### src/rtl/intr_request_ctrl_pkg.sv
// Shared definitions for the interrupt request front end: clear codes,
// debounce state encoding and the clear-code decode helper.
package intr_pkg;

  localparam logic [1:0] CLR_NONE = 2'd0;
  localparam logic [1:0] CLR_A    = 2'd1;
  localparam logic [1:0] CLR_B    = 2'd2;
  localparam logic [1:0] CLR_C    = 2'd3;

  localparam int unsigned DROP_W = 8;

  typedef enum logic [1:0] {
    DB_LOW  = 2'd0,
    DB_RISE = 2'd1,
    DB_HIGH = 2'd2,
    DB_FALL = 2'd3
  } db_state_e;

  // Code i+1 names source i; CLR_NONE never matches any source.
  function automatic logic clr_hit(input logic [1:0] code, input int unsigned idx);
    return (code != CLR_NONE) && (code == 2'(idx + 1));
  endfunction

endpackage

### src/rtl/intr_request_ctrl_if.sv
// Request/clear/status bundle between the board-level stimulus side (master)
// and the interrupt request controller (slave).
interface intr_request_ctrl_if #(
  parameter int N_SRC = 3
);
  import intr_pkg::*;

  logic [N_SRC-1:0]  btn_raw;
  logic [1:0]        clr_no;
  logic [N_SRC-1:0]  irq;
  logic [N_SRC-1:0]  press;
  logic [DROP_W-1:0] drop_cnt;

  modport master (
    output btn_raw,
    output clr_no,
    input  irq,
    input  press,
    input  drop_cnt
  );

  modport slave (
    input  btn_raw,
    input  clr_no,
    output irq,
    output press,
    output drop_cnt
  );

endinterface

### src/rtl/intr_request_ctrl_btn_debounce.sv
// One push-button channel: 2-flop synchroniser, debounce FSM and stability
// counter, emitting a single registered pulse per accepted press.
//
// state   | meaning
// DB_LOW  | button settled released
// DB_RISE | saw a high level, waiting for it to stay stable
// DB_HIGH | button settled pressed, press already reported
// DB_FALL | saw a low level, waiting for it to stay stable
module btn_debounce
  import intr_pkg::*;
#(
  parameter int DEBOUNCE_CYC = 1_000_000,
  parameter int CNT_W        = 20
) (
  input  logic clk,
  input  logic rst_n,
  input  logic raw,
  output logic press
);

  localparam logic [CNT_W-1:0] CNT_LAST = CNT_W'(DEBOUNCE_CYC - 1);
  localparam logic [CNT_W-1:0] CNT_ONE  = CNT_W'(1);

  logic             meta_q, meta_d;
  logic             sync_q, sync_d;
  db_state_e        state_q, state_d;
  logic [CNT_W-1:0] cnt_q, cnt_d;
  logic             press_q, press_d;

  always_ff @(posedge clk) begin
    if (!rst_n) begin
      meta_q  <= 1'b0;
      sync_q  <= 1'b0;
      state_q <= DB_LOW;
      cnt_q   <= '0;
      press_q <= 1'b0;
    end else begin
      meta_q  <= meta_d;
      sync_q  <= sync_d;
      state_q <= state_d;
      cnt_q   <= cnt_d;
      press_q <= press_d;
    end
  end

  always_comb begin
    meta_d  = raw;
    sync_d  = meta_q;
    state_d = state_q;
    cnt_d   = cnt_q;
    press_d = 1'b0;

    case (state_q)
      DB_LOW: begin
        cnt_d = '0;
        if (sync_q) begin
          state_d = DB_RISE;
        end
      end

      DB_RISE: begin
        if (!sync_q) begin
          state_d = DB_LOW;
          cnt_d   = '0;
        end else if (cnt_q == CNT_LAST) begin
          state_d = DB_HIGH;
          cnt_d   = '0;
          press_d = 1'b1;
        end else begin
          cnt_d = cnt_q + CNT_ONE;
        end
      end

      DB_HIGH: begin
        cnt_d = '0;
        if (!sync_q) begin
          state_d = DB_FALL;
        end
      end

      DB_FALL: begin
        // A release must settle fully before the next press can arm.
        if (sync_q) begin
          state_d = DB_HIGH;
          cnt_d   = '0;
        end else if (cnt_q == CNT_LAST) begin
          state_d = DB_LOW;
          cnt_d   = '0;
        end else begin
          cnt_d = cnt_q + CNT_ONE;
        end
      end

      default: begin
        state_d = DB_LOW;
        cnt_d   = '0;
      end
    endcase
  end

  assign press = press_q;

endmodule

### src/rtl/intr_request_ctrl.sv
// Interrupt request front end: debounced button presses become sticky irq
// levels, cleared by the CPU clear code, with a saturating lost-press count.
module intr_request_ctrl
  import intr_pkg::*;
#(
  parameter int N_SRC        = 3,
  parameter int DEBOUNCE_CYC = 1_000_000,
  parameter int CNT_W        = 20
) (
  input  logic                 clk,
  input  logic                 rst_n,
  intr_request_ctrl_if.slave   bus
);

  localparam logic [DROP_W-1:0] DROP_MAX = {DROP_W{1'b1}};

  logic [N_SRC-1:0]  press_w;
  logic [N_SRC-1:0]  clr_vec;
  logic [N_SRC-1:0]  irq_q, irq_d;
  logic [DROP_W-1:0] drop_cnt_q, drop_cnt_d;
  logic              drop;

  for (genvar g = 0; g < N_SRC; g++) begin : g_src
    btn_debounce #(
      .DEBOUNCE_CYC (DEBOUNCE_CYC),
      .CNT_W        (CNT_W)
    ) u_db (
      .clk   (clk),
      .rst_n (rst_n),
      .raw   (bus.btn_raw[g]),
      .press (press_w[g])
    );
  end

  always_comb begin
    clr_vec = '0;
    for (int i = 0; i < N_SRC; i++) begin
      clr_vec[i] = clr_hit(bus.clr_no, i);
    end
  end

  // A press in the clear cycle wins and is not counted as lost.
  always_comb begin
    irq_d      = press_w | (irq_q & ~clr_vec);
    drop       = |(press_w & irq_q & ~clr_vec);
    drop_cnt_d = drop_cnt_q;
    if (drop && (drop_cnt_q != DROP_MAX)) begin
      drop_cnt_d = drop_cnt_q + DROP_W'(1);
    end
  end

  always_ff @(posedge clk) begin
    if (!rst_n) begin
      irq_q      <= '0;
      drop_cnt_q <= '0;
    end else begin
      irq_q      <= irq_d;
      drop_cnt_q <= drop_cnt_d;
    end
  end

  assign bus.irq      = irq_q;
  assign bus.press    = press_w;
  assign bus.drop_cnt = drop_cnt_q;

endmodule

### src/flat_wrapper.sv
// flat-port wrapper written by rule: the top's interface ports become plain ports
module intr_request_ctrl_flat import intr_pkg::*;
#(
  parameter int N_SRC        = 3,
  parameter int DEBOUNCE_CYC = 1_000_000,
  parameter int CNT_W        = 20
)
  (clk, rst_n, bus_btn_raw, bus_clr_no, bus_irq, bus_press, bus_drop_cnt);
  intr_request_ctrl_if #(.N_SRC(N_SRC)) bus_i ();
  input  logic clk;
  input  logic rst_n;
  input wire logic [$bits(bus_i.btn_raw)-1:0] bus_btn_raw;
  input wire logic [$bits(bus_i.clr_no)-1:0] bus_clr_no;
  output wire logic [$bits(bus_i.irq)-1:0] bus_irq;
  output wire logic [$bits(bus_i.press)-1:0] bus_press;
  output wire logic [$bits(bus_i.drop_cnt)-1:0] bus_drop_cnt;
  assign bus_i.btn_raw = bus_btn_raw;
  assign bus_i.clr_no = bus_clr_no;
  assign bus_irq = bus_i.irq;
  assign bus_press = bus_i.press;
  assign bus_drop_cnt = bus_i.drop_cnt;
  intr_request_ctrl #(.N_SRC(N_SRC), .DEBOUNCE_CYC(DEBOUNCE_CYC), .CNT_W(CNT_W)) u_core (.clk(clk), .rst_n(rst_n), .bus(bus_i));
endmodule
### config.mk
export PLATFORM = sky130hd
export DESIGN_NAME = intr_request_ctrl_flat
export DESIGN_NICKNAME = d
export VERILOG_FILES = /design/src/rtl/intr_request_ctrl_pkg.sv /design/src/rtl/intr_request_ctrl_if.sv /design/src/rtl/intr_request_ctrl_btn_debounce.sv /design/src/rtl/intr_request_ctrl.sv /design/src/flat_wrapper.sv
export SDC_FILE = /design/constraint.sdc
export NUM_CORES = 1
export LEC_CHECK = 0
export BUFFER_PORTS_ARGS = -buffer_cell sky130_fd_sc_hd__buf_2
export CAP_MARGIN = 10
export CORE_UTILIZATION = 54
export CTS_BUF_LIST = sky130_fd_sc_hd__clkbuf_8 sky130_fd_sc_hd__clkbuf_16
export DETAILED_ROUTE_END_ITERATION = 7
export HOLD_SLACK_MARGIN = 0.02
export PLACE_DENSITY = 0.84
export SYNTH_ARGS = -nofsm -noshare
export SYNTH_HDL_FRONTEND = slang
export SYNTH_SLANG_ARGS = --single-unit
export TNS_END_PERCENT = 1
### constraint.sdc
create_clock -name clk -period 1.8 [get_ports clk]
set_clock_uncertainty 0.15 [all_clocks]
set_input_delay 0.18 -clock clk [delete_from_list [all_inputs] [get_ports clk]]
set_output_delay 0.18 -clock clk [all_outputs]
set_load 0.005 [all_outputs]
==> qor.json <==
{
  "status": {
    "run_status": "complete, no violations"
  },
  "grt": {
    "wire_length_of_the_first_global_routing_pass_um": 13000,
    "vias_in_the_first_global_route": 2967,
    "grt_antenna_before_repair": 0,
    "grt_use_total_pct": 22.2,
    "grt_start_max_net_pins": 20,
    "grt_overflow": 0
  },
  "floorplan": {
    "coreArea_um2": 6760,
    "fp.dieW_um": 85.5,
    "floorplan.io_pins": 21,
    "die_h_um": 85.5,
    "initial_core_util_pct": 55.7,
    "fp.dieArea_um2": 7310,
    "rows": 30
  },
  "clocking": {
    "path_clk_slew_ps": 80,
    "clock_tree.htree_level_count": 3,
    "clkLatencyLatePin_ps": 360,
    "numCtsBuffers": 9,
    "cts_tree": "done",
    "cts_root_buf": "clkbuf_8",
    "clkSinkCount": 86,
    "max-clock-path-buffers": 2
  },
  "drt": {
    "drc_violations_left": 0,
    "detail_route_antenna_nets": 0,
    "dr_total_vias": 2995,
    "via_per_inst": 5.58,
    "post_drt_wl_per_cell_um": 14.5,
    "wl_um": 7800,
    "detail_route.iter0.violations": 145,
    "drt-pass1-iter-count": 4
  },
  "placement": {
    "detailedPlacementHpwl_um": 4860,
    "placed_cells": 514,
    "io_buffers": 20,
    "gp_routability_congestion": 0.823,
    "post_dp_cell_area_um2": 4050,
    "worst_setup_timing_slack_at_the_placement_stage_ps": -124
  },
  "pwr": {
    "fin_total_pwr_mw": 3.28,
    "ir_worst_vdd_v": 0.000495,
    "p_leak_nw": 1.62,
    "power_per_cell_area_nw_per_um2": 740
  },
  "timing": {
    "slew-limit-headroom_pct": 73.3,
    "final_min_period_ps": 1740,
    "final_min_period_over_clock_period_pct": 96.9,
    "setup_violations": 0,
    "max_clock_freq_mhz": 573,
    "post-route-worst-setup-slack_ps": 55.4,
    "worst_hold_slack_ps": 55.4,
    "slew_violations": 0,
    "tightestPinTransition_ps": 399,
    "finalHoldViolations": 0,
    "setup-tns-final_ps": 0
  },
  "finish": {
    "insertedDiodeCount": 0,
    "drive_above_1_share_pct": 20.6,
    "synthToLayoutAreaGrowth_pct": 17.7,
    "nFillCells": 528,
    "design_area_um2": 4430,
    "finish.net_count": 464,
    "finish.utilization_pct": 65.6,
    "finalNonFillerCells": 537
  },
  "logic_synthesis": {
    "netlist_instances": 407,
    "combinational_family_with_the_most_area_after_synthesis": "simple AND/OR/NAND/NOR gates",
    "post_synthesis_cell_area_um2": 3760,
    "synth_seq_cells": 86,
    "synth_enable_flop_cells": 0,
    "synthesis.nets": 418,
    "yosysTopAreaCell": "dfxtp_1",
    "synth_compound_area_share_pct": 2.89,
    "seq_area_frac_synth_pct": 45.7,
    "synth_mux_area_share_pct": 1.06,
    "yosys_warnings": 0,
    "synth_adder_area_share_pct": 1.33,
    "synthesis.area_per_instance_um2": 9.25,
    "synthTopCellsByArea": "dfxtp_1, xor2_1, nor2_1",
    "synth_flop_cell": "dfxtp_1",
    "ys_async_sr_fraction_pct": 0,
    "post_synth_num_cell_types": 47,
    "synth.top_cell.area_share_pct": 45.7,
    "yosys.area_share.simple_pct": 31.9,
    "yosys.area_share.xor_xnor_pct": 14.2
  },
  "setup_path": {
    "timing.critical_path.arrival_ps": 1870,
    "endpoint_kind": "flop",
    "critPathLaunchType": "flop",
    "required_ps": 1930,
    "rrSetupSlack_ps": 60,
    "path_max_fanout": 3,
    "crit_type": "flop to flop"
  },
  "worst_hold_path": {
    "timing.hold.worst.class": "primary input to flop"
  },
  "flow_run": {
    "timing.max_cap.violations": 0
  }
}
## power breakdown
part,total (mW),internal [mW],switching (mW)
Sequential,1.91,1.91,0.00539
Clock,1.32,0.662,0.655
Combinational,0.0504,0.0250,0.0255
## Yosys cell counts, types with 3 or more instances
cell,n
xnor2_1,24
and3_1,12
nand4_1,14
xor2_1,37
ha_1,4
inv_1,4
buf_4,4
o31ai_1,3
nor2b_1,3
and4_1,10
nand3b_1,4
and2_1,10
nor3_1,5
nor2_1,69
nor4_1,5
nand3_1,28
clkbuf_1,3
nand2_1,34
buf_2,5
a21oi_1,5
mux2i_1,4
dfxtp_1,86
nor4b_1,3
## kinds of logic after synthesis
logic type                 after synthesis
and+or+nand+nor                        218
DFF                                     86
xor gates and xnor gates                61
buffers and inverters                   19
AOI/OAI and AO/OA                       15
muxes                                    4
adders and majority gates                4
## cells in the final DEF, fill, tap and decap left out, types with 3 or more instances in the layout
cell type,count
buf_2,20
nor2_1,69
nor2b_1,3
and2_1,10
nand3_4,3
buf_4,21
nor4_1,4
xor2_1,37
dlygate4sd3_1,3
dfxtp_2,5
nand3b_1,4
or3b_4,5
inv_1,5
nand2_1,32
and3_1,10
mux2i_1,4
nand4_1,14
xnor2_1,24
clkbuf_8,10
and4_1,8
a21oi_1,5
nand3_1,27
dfxtp_1,80
o31ai_1,3
nor4_4,3
nor3_1,5
## flip-flops by register name, summed over array words and instances (netlist names), named ones only
signal	count
u_core.g_src.u_db.cnt_q	60
u_core.bus.drop_cnt	8
u_core.bus.irq	3
u_core.g_src.u_db.meta_q	3
u_core.g_src.u_db.press	3
u_core.g_src.u_db.state_q	3
u_core.g_src.u_db.sync_q	3
## path summary, 6_finish.rpt
| check | from | endpoint | cells after the start |
|---|---|---|---|
| max | u_core.g_src[1].u_db.cnt_q[0] | flop | 7 |
| min | rst_n | u_core.bus.irq[1] | 2 |
| max reg2reg | u_core.g_src[1].u_db.cnt_q[0] | flop | 7 |
| min reg2reg | u_core.g_src[2].u_db.meta_q | u_core.g_src[2].u_db.sync_q | 1 |
## routing by layer
metal  GRT usage, %  wire [um]
met1           26.7       3430
met2           38.3       3920
met3           3.31        268
met4           12.0        184
met5              0          0
## timing repair
action / 4_1_cts / 5_1_grt
gates resized for setup: 6 / 26
setup buffers: 0 / 2
endpoints found under the setup margin: 24 / 51
pin swaps: 5 / 5
hold buffers: 3 / 0
endpoints found under the hold margin: 3 / 0
gates cloned: 3 / 0
## cell type report
| type | instances | area [um^2] | area share (%) |
|---|---|---|---|
| Clock inverter | 5 | 51.3 | 1.16 |
| Multi-Input combinational cell | 305 | 2060 | 46.6 |
| Timing Repair Buffer | 47 | 330 | 7.46 |
| Clock buffer | 10 | 138 | 3.11 |
| Sequential cell | 86 | 1730 | 39.1 |
| Tap cell | 80 | 100 | 2.26 |
| Inverter | 4 | 15.0 | 0.339 |
## critical path, cell delays in order (launching register included)
cell and delay, ps:
dfxtp_2 360, ha_4 140, and3_4 200, nand3_4 90, nor4_4 290, buf_4 170
nand2_2 70, mux2i_1 180
No activity file was read; power rests on OpenSTA's default activity.
